## src/rtl/slot_sequencer.sv

```systemverilog
// Frame/slot sequencer: a sync trigger (external pin or internal divider) starts a
// frame of four slots whose lengths are latched from the slot-time inputs.
module slot_sequencer #(
  parameter int SYNC_TICK = 200
) (
  input  logic        clk,
  input  logic        rst_n,
  input  logic        i_sync_enabled,
  input  logic        i_int_ext_sync,
  input  logic [15:0] i_in_sync_div,
  input  logic        i_ext_sync,
  input  logic [15:0] i_ts_time_0,
  input  logic [15:0] i_ts_time_1,
  input  logic [15:0] i_ts_time_2,
  input  logic [15:0] i_ts_time_3,
  output logic [1:0]  o_slot,
  output logic        o_slot_start,
  output logic        o_frame_start,
  output logic        o_busy,
  output logic [15:0] o_missed_cnt,
  output logic        state_dbg
);

  localparam int PW = (SYNC_TICK > 1) ? $clog2(SYNC_TICK) : 1;

  typedef enum logic {IDLE = 1'b0, RUN = 1'b1} state_t;

  state_t        state;
  logic [2:0]    ext_sync;
  logic [1:0]    prime_cnt;
  logic          ext_trig;
  logic [PW-1:0] pre_cnt;
  logic [15:0]   div_cnt;
  logic [15:0]   slot_cnt;
  logic          tick;
  logic          int_trig;
  logic          trig;
  logic [1:0]    load_slot;
  logic [15:0]   load_dur;
  logic [15:0]   load_val;

  assign state_dbg = (state == RUN);

  // The edge detector stays disarmed until the last synchronizer stage holds a
  // real sample, so a level already high at reset release is not seen as a rise.
  always_ff @(posedge clk or negedge rst_n) begin
    if (!rst_n) begin
      ext_sync  <= '0;
      prime_cnt <= '0;
      ext_trig  <= 1'b0;
    end else begin
      ext_sync <= {ext_sync[1:0], i_ext_sync};
      if (prime_cnt != 2'd3) prime_cnt <= prime_cnt + 2'd1;
      ext_trig <= ext_sync[1] & ~ext_sync[2] & (prime_cnt == 2'd3);
    end
  end

  assign tick     = (pre_cnt == PW'(SYNC_TICK - 1));
  assign int_trig = tick && (i_in_sync_div != 16'd0) &&
                    (div_cnt >= i_in_sync_div - 16'd1);

  always_ff @(posedge clk or negedge rst_n) begin
    if (!rst_n) begin
      pre_cnt <= '0;
      div_cnt <= '0;
    end else if (!i_sync_enabled) begin
      pre_cnt <= '0;
      div_cnt <= '0;
    end else begin
      pre_cnt <= tick ? '0 : pre_cnt + PW'(1);
      if (tick) div_cnt <= (int_trig || i_in_sync_div == 16'd0) ? 16'd0 : div_cnt + 16'd1;
    end
  end

  assign trig = (i_int_ext_sync ? ext_trig : int_trig) & i_sync_enabled;

  // Slot whose duration is latched on this edge: slot 0 when a frame starts,
  // otherwise the slot that follows the current one.
  always_comb begin
    load_slot = (state == IDLE) ? 2'd0 : o_slot + 2'd1;
    case (load_slot)
      2'd0:    load_dur = i_ts_time_0;
      2'd1:    load_dur = i_ts_time_1;
      2'd2:    load_dur = i_ts_time_2;
      default: load_dur = i_ts_time_3;
    endcase
    load_val = (load_dur == 16'd0) ? 16'd0 : load_dur - 16'd1;
  end

  always_ff @(posedge clk or negedge rst_n) begin
    if (!rst_n) begin
      state         <= IDLE;
      o_slot        <= 2'd0;
      o_slot_start  <= 1'b0;
      o_frame_start <= 1'b0;
      o_busy        <= 1'b0;
      o_missed_cnt  <= 16'd0;
      slot_cnt      <= 16'd0;
    end else begin
      o_slot_start  <= 1'b0;
      o_frame_start <= 1'b0;
      case (state)
        IDLE: begin
          if (trig) begin
            state         <= RUN;
            o_slot        <= 2'd0;
            o_busy        <= 1'b1;
            o_frame_start <= 1'b1;
            o_slot_start  <= 1'b1;
            slot_cnt      <= load_val;
          end
        end
        RUN: begin
          if (trig && o_missed_cnt != 16'hFFFF) o_missed_cnt <= o_missed_cnt + 16'd1;
          // slot_cnt counts remaining cycles of the slot; zero marks its last cycle
          if (slot_cnt == 16'd0) begin
            if (o_slot == 2'd3) begin
              state  <= IDLE;
              o_busy <= 1'b0;
            end else begin
              o_slot       <= load_slot;
              o_slot_start <= 1'b1;
              slot_cnt     <= load_val;
            end
          end else begin
            slot_cnt <= slot_cnt - 16'd1;
          end
        end
        default: state <= IDLE;
      endcase
    end
  end

endmodule

```

## config.mk

```make
export PLATFORM = sky130hd
export DESIGN_NAME = slot_sequencer
export DESIGN_NICKNAME = d
export VERILOG_FILES = /design/src/rtl/slot_sequencer.sv
export SDC_FILE = /design/constraint.sdc
export NUM_CORES = 1
export LEC_CHECK = 0
export CAP_MARGIN = 20
export CORE_ASPECT_RATIO = 1.2
export CORE_MARGIN = 3
export CORE_UTILIZATION = 37
export DETAILED_ROUTE_END_ITERATION = 8
export GPL_TIMING_DRIVEN = 0
export PLACE_DENSITY = 0.6
export SLEW_MARGIN = 5
export SYNTH_ARGS = -nofsm -noshare
export SYNTH_HDL_FRONTEND = slang
export SYNTH_SLANG_ARGS = --single-unit
export TNS_END_PERCENT = 50
```

## constraint.sdc

```tcl
create_clock -name clk -period 3.18 [get_ports clk]
set_input_delay 0.636 -clock clk [delete_from_list [all_inputs] [get_ports clk]]
set_output_delay 0.636 -clock clk [all_outputs]
set_load 0.05 [all_outputs]
```

==> metrics.txt, run 1 <==
status complete, but fails checks; failing checks setup timing; Rel. slew slack 34.54%; critical path class primary input to flip-flop; WL per Instance 16.30 um; P&R area growth vs syn 40.48%; final hold vios 0; Slew Viols, Final 0; first-pass detailed-route iteration total 4; vias 4959; data arrival time of the critical path 4.01 ns; fmax 263.0 MHz; die height 135.7 um; pre-CTS setup slack -1.480 ns; total gr overflow 0; period utilization 119.6%; DR vias/cell 5.597; crit-path cells buf_8 -> or4_4 -> nor3_4 -> nor4b_4 -> nand2_1 -> xor2_2 -> ha_1 -> nand4_1 -> nor2_2 -> buf_4 -> a221oi_4 -> o221a_4 -> buf_6 -> o21ai_4 -> nand2_4 -> clkinv_4 -> a311oi_2 -> a21oi_1; commonest cells after routing, fill and taps aside clkdlybuf4s50_1, dfrtp_1, nand2_1, nor2_1, xnor2_1; vias in the first global route 4856; layout cells sized above 1 18.38%; first-pass GRT wire length 23.54 mm; PnR worst setup slack -0.6230 ns; Antenna diodes 0; Root Driver clkbuf_16; overall routing resource usage 18.58%; die area 0.01548 mm^2; die width 114.1 um; Rows 46; hold buffer count at CTS 0; crit path time final 3.803 ns; clock buffer depth 2; sequential area share after synthesis 32.81%; number of filler cells placed in the layout 1227; Cell variety after synth 65; Placer Congestion 0.8539; Sink Count 68; Starting Density 38.51%; instance count of the mapped netlist 577; switch share 39.71%; Post-DRT Antenna Nets 0; largest net degree at the start of global routing 41; Avg Inst Size Synth 8.988 um^2; Top FF cell, synth dfrtp_1; P_int 2.435 mW; DR iter-0 viols 262; worst clock skew 0.009346 ns; CP max stage cell or4_4; setup violators final 54; Seq cells post-synth 68; post-DP HPWL 10.82 mm; Seq pwr share 29.3%; initial antenna violation count 0; final net count 824; CTS clock-pin slew for the worst setup and hold paths 0.06 ns; core occupancy in the finished layout 54.10%; worst path required time 3.39 ns; CTS H-tree depth 3; CTS buffer count 9; # IOs 107; Final Non-Filler Cells 886; clock share of power 25.7%; Max rail drop VDD 0.0002670 V; EDFF count, synth 0; CTS tree done; max-cap violation count 0; worst skew pair latency 0.33 ns; core area 0.01347 mm^2; Post-Route WL 14.44 mm; Synth Warn # 0; placed cells 851; Post-Syn Area 0.005186 mm^2; Port Buffers 105; cell area power density 554.4 mW/mm^2; ys async rst share 100.0%; Fin Setup TNS -27.02 ns; Logic pwr share 45.0%; Switch Pwr 1.604 mW; kind of end point of the critical path flip-flop; RSZ-0062 raised after global routing yes; P_leak 2.992 nW; Slew @ Worst Pin 0.9730 ns; max incr delay on CP 0.55 ns; CP startpoint kind primary input; Hold Crit Class primary input to asynchronous set/reset pin; crit path max fanout 5; syn_nets 688; commonest non-fill, non-tap cell in the layout clkdlybuf4s50_1; # DRC 0
timing repair:
action	4_1_cts	5_1_grt
setup endpoints to repair	54	54
cloned	2	0
buffers inserted	14	6
pin swaps	26	25
resized for setup	56	26
kinds of logic (layout without fill, tap and decap cells):
logic type                 count (synthesis)  in the layout  share of synthesized area, %
and+or+nand+nor                          242            242                         25.50
AOI/OAI and AO/OA                        133            133                         18.94
DFF                                       68             68                         32.81
xor gates and xnor gates                  50             50                         8.444
buffers and inverters                     42            183                         4.825
adders and majority gates                 26             26                         6.273
muxes                                     16             16                         3.209
critical path: cells and delay by family:
family,cells,cell delay (ns)
AND/OR/NAND/NOR,7,1.50
AO/OA/AOI/OAI,5,0.91
buffers and inverters,4,0.45
adder cells (fa/ha/maj),1,0.30
XOR/XNOR,1,0.20
power groups by stage:
| stage | Clock [mW] | Combinational [mW] | Sequential [mW] |
|---|---|---|---|
| 2_1_floorplan | 0 | 1.14 | 1.25 |
| 3_3_place_gp | 0 | 1.71 | 1.17 |
| 3_5_place_dp | 0 | 1.73 | 1.18 |
| 4_1_cts | 1.06 | 1.77 | 1.17 |
| 5_1_grt | 1.10 | 1.99 | 1.20 |
| 6_report | 1.04 | 1.82 | 1.18 |
synth_stat cells, types with 4 or more instances:
cell type,number,share of area [%]
a21oi_1,17,1.6
ha_1,26,6.3
buf_2,4,0.39
nor3_1,19,1.8
and3_1,16,1.9
xor2_1,16,2.7
clkbuf_1,9,0.65
or4_1,5,0.72
dfrtp_1,68,33
nand3_1,20,1.9
o21ai_0,33,3.2
inv_1,13,0.94
a22o_1,7,1.2
a221oi_2,4,1.2
mux2i_1,11,2.1
o21ai_1,11,1.1
nand3_2,8,1.5
nor4_1,8,0.97
nor2b_1,5,0.60
xnor2_1,34,5.7
nor2_1,42,3.0
o211ai_2,5,1.2
nand2b_1,7,0.84
and2_1,10,1.2
nand4_1,19,2.3
a22oi_1,8,1.2
a31oi_1,7,0.84
buf_6,9,2.0
o21a_1,4,0.58
a21o_1,7,1.0
nand2_1,59,4.3
or3_1,5,0.60
o221a_2,5,1.1
per-stage QoR:
stage	instance area, um^2	hold slack (ns)	power, mW
global route	7286	0.2517	4.291
CTS	7116	0.2379	4.000
global placement	6518	0.3366	2.882
finish	7286	0.2254	4.040
floorplan	5256	0.3312	2.394
detailed placement	6535	0.3403	2.907
sequential cells by signal, summed over array words and instances, names as in the netlist:
name / count
o_slot_start: 1
o_slot: 2
ext_sync: 3
pre_cnt: 8
slot_cnt: 16
prime_cnt: 2
div_cnt: 16
state_dbg: 1
o_missed_cnt: 16
o_frame_start: 1
o_busy: 1
ext_trig: 1
per-layer routing:
layer / share of wire (%) / global-route usage [%] / vias up / routed length (um)
met2: 51 / 32.45 / 155 / 7318
met4: 1.6 / 6.337 / 0 / 232
met1: 43 / 22.99 / 2383 / 6166
met3: 5.0 / 3.262 / 18 / 727
li1: - / - / 2403 / -
met5: 0 / 0 / - / 0
path summary, 6_finish.rpt:
path / endpoint / slack [ns] / cells after the start / startpoint
min reg2reg: ext_sync[1]$_DFF_PN0_ / 0.35 / 0 / ext_sync[0]$_DFF_PN0_
max reg2reg: slot_cnt[8]$_DFFE_PN0P_ / -0.15 / 10 / o_slot[0]$_DFFE_PN0P_
max: slot_cnt[0]$_DFFE_PN0P_ / -0.62 / 18 / i_in_sync_div[2]
max in group asynchronous: div_cnt[10]$_DFFE_PN0P_ / 2.41 / 2 / rst_n
min in group clk: ext_sync[1]$_DFF_PN0_ / 0.35 / 0 / ext_sync[0]$_DFF_PN0_
min: slot_cnt[11]$_DFFE_PN0P_ / 0.23 / 1 / rst_n
area by class of cell:
type	instances	area [um^2]	share of cell area, %
clock buffers	11	252.7	3.469
multi-input cells	467	3513	48.22
inverters	16	65.06	0.8930
plain buffers	25	217.7	2.988
clock inverters	5	60.06	0.8243
well taps	168	210.2	2.885
repair buffers	126	1265	17.36
flip-flops and latches	68	1702	23.36
(Power assumes the default switching activity.)
==> run 2, diff against run 1 <==
--- a/config.mk
+++ b/config.mk
@@ -5,9 +5,8 @@
 export SDC_FILE = /design/constraint.sdc
 export NUM_CORES = 1
 export LEC_CHECK = 0
-export CAP_MARGIN = 20
+export CAP_MARGIN = 30
 export CORE_ASPECT_RATIO = 1.2
-export CORE_MARGIN = 3
 export CORE_UTILIZATION = 37
 export DETAILED_ROUTE_END_ITERATION = 8
 export GPL_TIMING_DRIVEN = 0
==> constraint.sdc (replaced) <==
create_clock -name clk -period 3.18 [get_ports clk]
set_input_delay 0.636 -clock clk [delete_from_list [all_inputs] [get_ports clk]]
set_output_delay 0.636 -clock clk [all_outputs]
set_load 0.01 [all_outputs]
==> run 2 against run 1 <==
The flow still finishes with violations (setup timing). Global-route usage increased by 1.9 points. Non-clock buffer count increased by 5. Power decreased by 3.6%. Routed wire length increased by 1.4%. Sequential share of layout area decreased by 0.084 points. Critical path depth unchanged. Critical endpoint is now o_missed_cnt[10]$_DFFE_PN0P_. Highest routed layer unchanged.
==> metrics.txt, run 2 (synthesis gave the netlist of run 1 again) <==
final hold vios 0 (unchanged); commonest non-fill, non-tap cell in the layout clkdlybuf4s50_1 (unchanged); post-DP HPWL 10.71 mm (was 10.82 mm); CP max stage cell or4_4 (unchanged); number of filler cells placed in the layout 1308 (was 1227); total gr overflow 0 (unchanged); Post-DRT Antenna Nets 0 (unchanged); Worst path top cell family by delay simple AND/OR/NAND/NOR gates (unchanged); vias in the first global route 4870 (was 4856); Placer Congestion 0.8582 (was 0.8539); crit-path cells buf_6 -> or4_4 -> nor3_4 -> nor4b_4 -> buf_4 -> nand2_2 -> xor2_1 -> ha_1 -> nand4_1 -> nor2_2 -> o2111ai_2 -> o221a_4 -> o21ai_4 -> and4_4 -> buf_12 -> buf_12 -> nand3_4 -> xnor2_2 (was buf_8 -> or4_4 -> nor3_4 -> nor4b_4 -> nand2_1 -> xor2_2 -> ha_1 -> nand4_1 -> nor2_2 -> buf_4 -> a221oi_4 -> o221a_4 -> buf_6 -> o21ai_4 -> nand2_4 -> clkinv_4 -> a311oi_2 -> a21oi_1); initial antenna violation count 0 (unchanged); largest net degree at the start of global routing 52 (was 41); die width 110.1 um (was 114.1 um); Rows 47 (was 46); Starting Density 37.69% (was 38.51%); Hold Crit Class primary input to asynchronous set/reset pin (unchanged); setup violators final 54 (unchanged); Fin Setup TNS -28.06 ns (was -27.02 ns); die area 0.01450 mm^2 (was 0.01548 mm^2); Top Registers div_cnt (16), o_missed_cnt (16), slot_cnt (16) (unchanged); die height 131.7 um (was 135.7 um); worst path required time 3.40 ns (was 3.39 ns); R2R cell count 9 (was 10); final net count 829 (was 824); layout cells sized above 1 18.84% (was 18.38%); crit path time final 3.839 ns (was 3.803 ns); final instance area 0.007312 mm^2 (was 0.007286 mm^2); Critical path origin i_in_sync_div[5] (was i_in_sync_div[2]); Rel. slew slack 38.34% (was 34.54%); worst path bufs/invs 4 (unchanged); core area 0.01376 mm^2 (was 0.01347 mm^2); max incr delay on CP 0.55 ns (about the same); fmax 260.5 MHz (was 263.0 MHz); crit-path most repeated cell buf_12; P_leak 3.033 nW (was 2.992 nW); period utilization 120.7% (was 119.6%); Port Buffers 105 (unchanged); CP startpoint kind primary input (unchanged); commonest cells after routing, fill and taps aside clkdlybuf4s50_1, dfrtp_1, nand2_1, nor2_1, xnor2_1 (unchanged); clock buffer depth 2 (unchanged); overall routing resource usage 20.44% (was 18.58%); Antenna diodes 0 (unchanged); Sink Count 68 (unchanged); PnR worst setup slack -0.6589 ns (was -0.6230 ns); RSZ-0062 raised after global routing yes (unchanged); worst clock skew 0.007368 ns (was 0.009346 ns); worst skew pair latency 0.33 ns (about the same); max-cap violation count 0 (unchanged); crit path max fanout 5 (unchanged); worst r2r src o_slot[0]$_DFFE_PN0P_ (unchanged); Final Non-Filler Cells 893 (was 886); CTS H-tree depth 3 (unchanged); CTS buffer count 9 (unchanged); kind of end point of the critical path flip-flop (unchanged); Post-Route WL 14.65 mm (was 14.44 mm); hold buffer count at CTS 0 (unchanged); first-pass detailed-route iteration total 5 (was 4); WL per Instance 16.40 um (was 16.30 um); cell area power density 532.8 mW/mm^2 (was 554.4 mW/mm^2); Max rail drop VDD 0.0003718 V (was 0.0002670 V); # IOs 107 (unchanged); Root Driver clkbuf_16 (unchanged); failing checks setup timing (unchanged); Slew Viols, Final 0 (unchanged); FF-to-FF setup slack -0.16 ns (was -0.15 ns); first-pass GRT wire length 23.46 mm (was 23.54 mm); CTS tree done (unchanged); vias 4979 (was 4959); placed cells 854 (was 851); # DRC 0 (unchanged); data arrival time of the critical path 4.06 ns (was 4.01 ns); critical path class primary input to flip-flop (unchanged); P&R area growth vs syn 40.99% (was 40.48%); DR iter-0 viols 324 (was 262); Critical R2R Capture slot_cnt[8]$_DFFE_PN0P_ (unchanged); status complete, but fails checks (unchanged); Slew @ Worst Pin 0.9165 ns (was 0.9730 ns); DR vias/cell 5.576 (was 5.597); Placement Cell Area 0.006539 mm^2 (was 0.006535 mm^2); CTS clock-pin slew for the worst setup and hold paths 0.06 ns (about the same); Hold Slack 0.1804 ns (was 0.2254 ns)
run 2: metal layers:
metal	track usage, %	part of all wire [%]
met1	26.17	42
met2	34.03	50
met3	3.869	6.0
met4	6.667	2.4
met5	0	0
run 2: power by group:
| group | total [mW] | internal [mW] | switching [mW] |
|---|---|---|---|
| logic | 1.75 | 0.792 | 0.962 |
| clock network | 0.966 | 0.603 | 0.363 |
| registers | 1.18 | 1.01 | 0.170 |
run 2: area by class of cell:
class                      count  area [um^2]  share of cell area, %
inverter                      16        67.56                 0.9240
multi-input combinational    467         3505                  47.93
tap                          171        214.0                  2.926
sequential                    68         1702                  23.27
buffer                        25        210.2                  2.875
clock buffer                  11        232.7                  3.183
timing repair buffer         131         1330                  18.19
clock inverter                 4        51.30                 0.7016
run 2: worst max-delay path by stage:
stage	to	cells after the start
after detailed placement	slot_cnt[3]$_DFFE_PN0P_	17
after global placement	o_missed_cnt[3]$_DFFE_PN0P_	17
final	o_missed_cnt[10]$_DFFE_PN0P_	18
after global routing	slot_cnt[0]$_DFFE_PN0P_	19
after floorplan	o_missed_cnt[1]$_DFFE_PN0P_	14
after CTS	slot_cnt[1]$_DFFE_PN0P_	17
run 2: timing repair:
action	in CTS	in global routing
setup buffers	18	5
pin swaps	25	24
resized for setup	52	36
cloned	2	1
endpoints found under the setup margin	54	54
run 2: metrics by stage:
| step | power (mW) | util (%) | worst slack, ns |
|---|---|---|---|
| after global routing | 4.136 | 53.14 | -0.8416 |
| after global placement | 2.775 | 47.34 | -1.434 |
| after floorplan | 2.293 | - | -0.5319 |
| after detailed placement | 2.817 | 47.52 | -1.527 |
| final | 3.896 | 53.14 | -0.6589 |
| after CTS | 3.841 | 51.76 | -0.6560 |
run 2: worst register-to-register path: cells and delay by family (launching register included):
family | cells | cell delay (ns)
AOI/OAI and AO/OA | 2 | 0.53
xor gates and xnor gates | 1 | 0.17
adders and majority gates | 2 | 0.67
buffers and inverters | 1 | 0.42
DFF | 1 | 0.48
and+or+nand+nor | 3 | 0.99
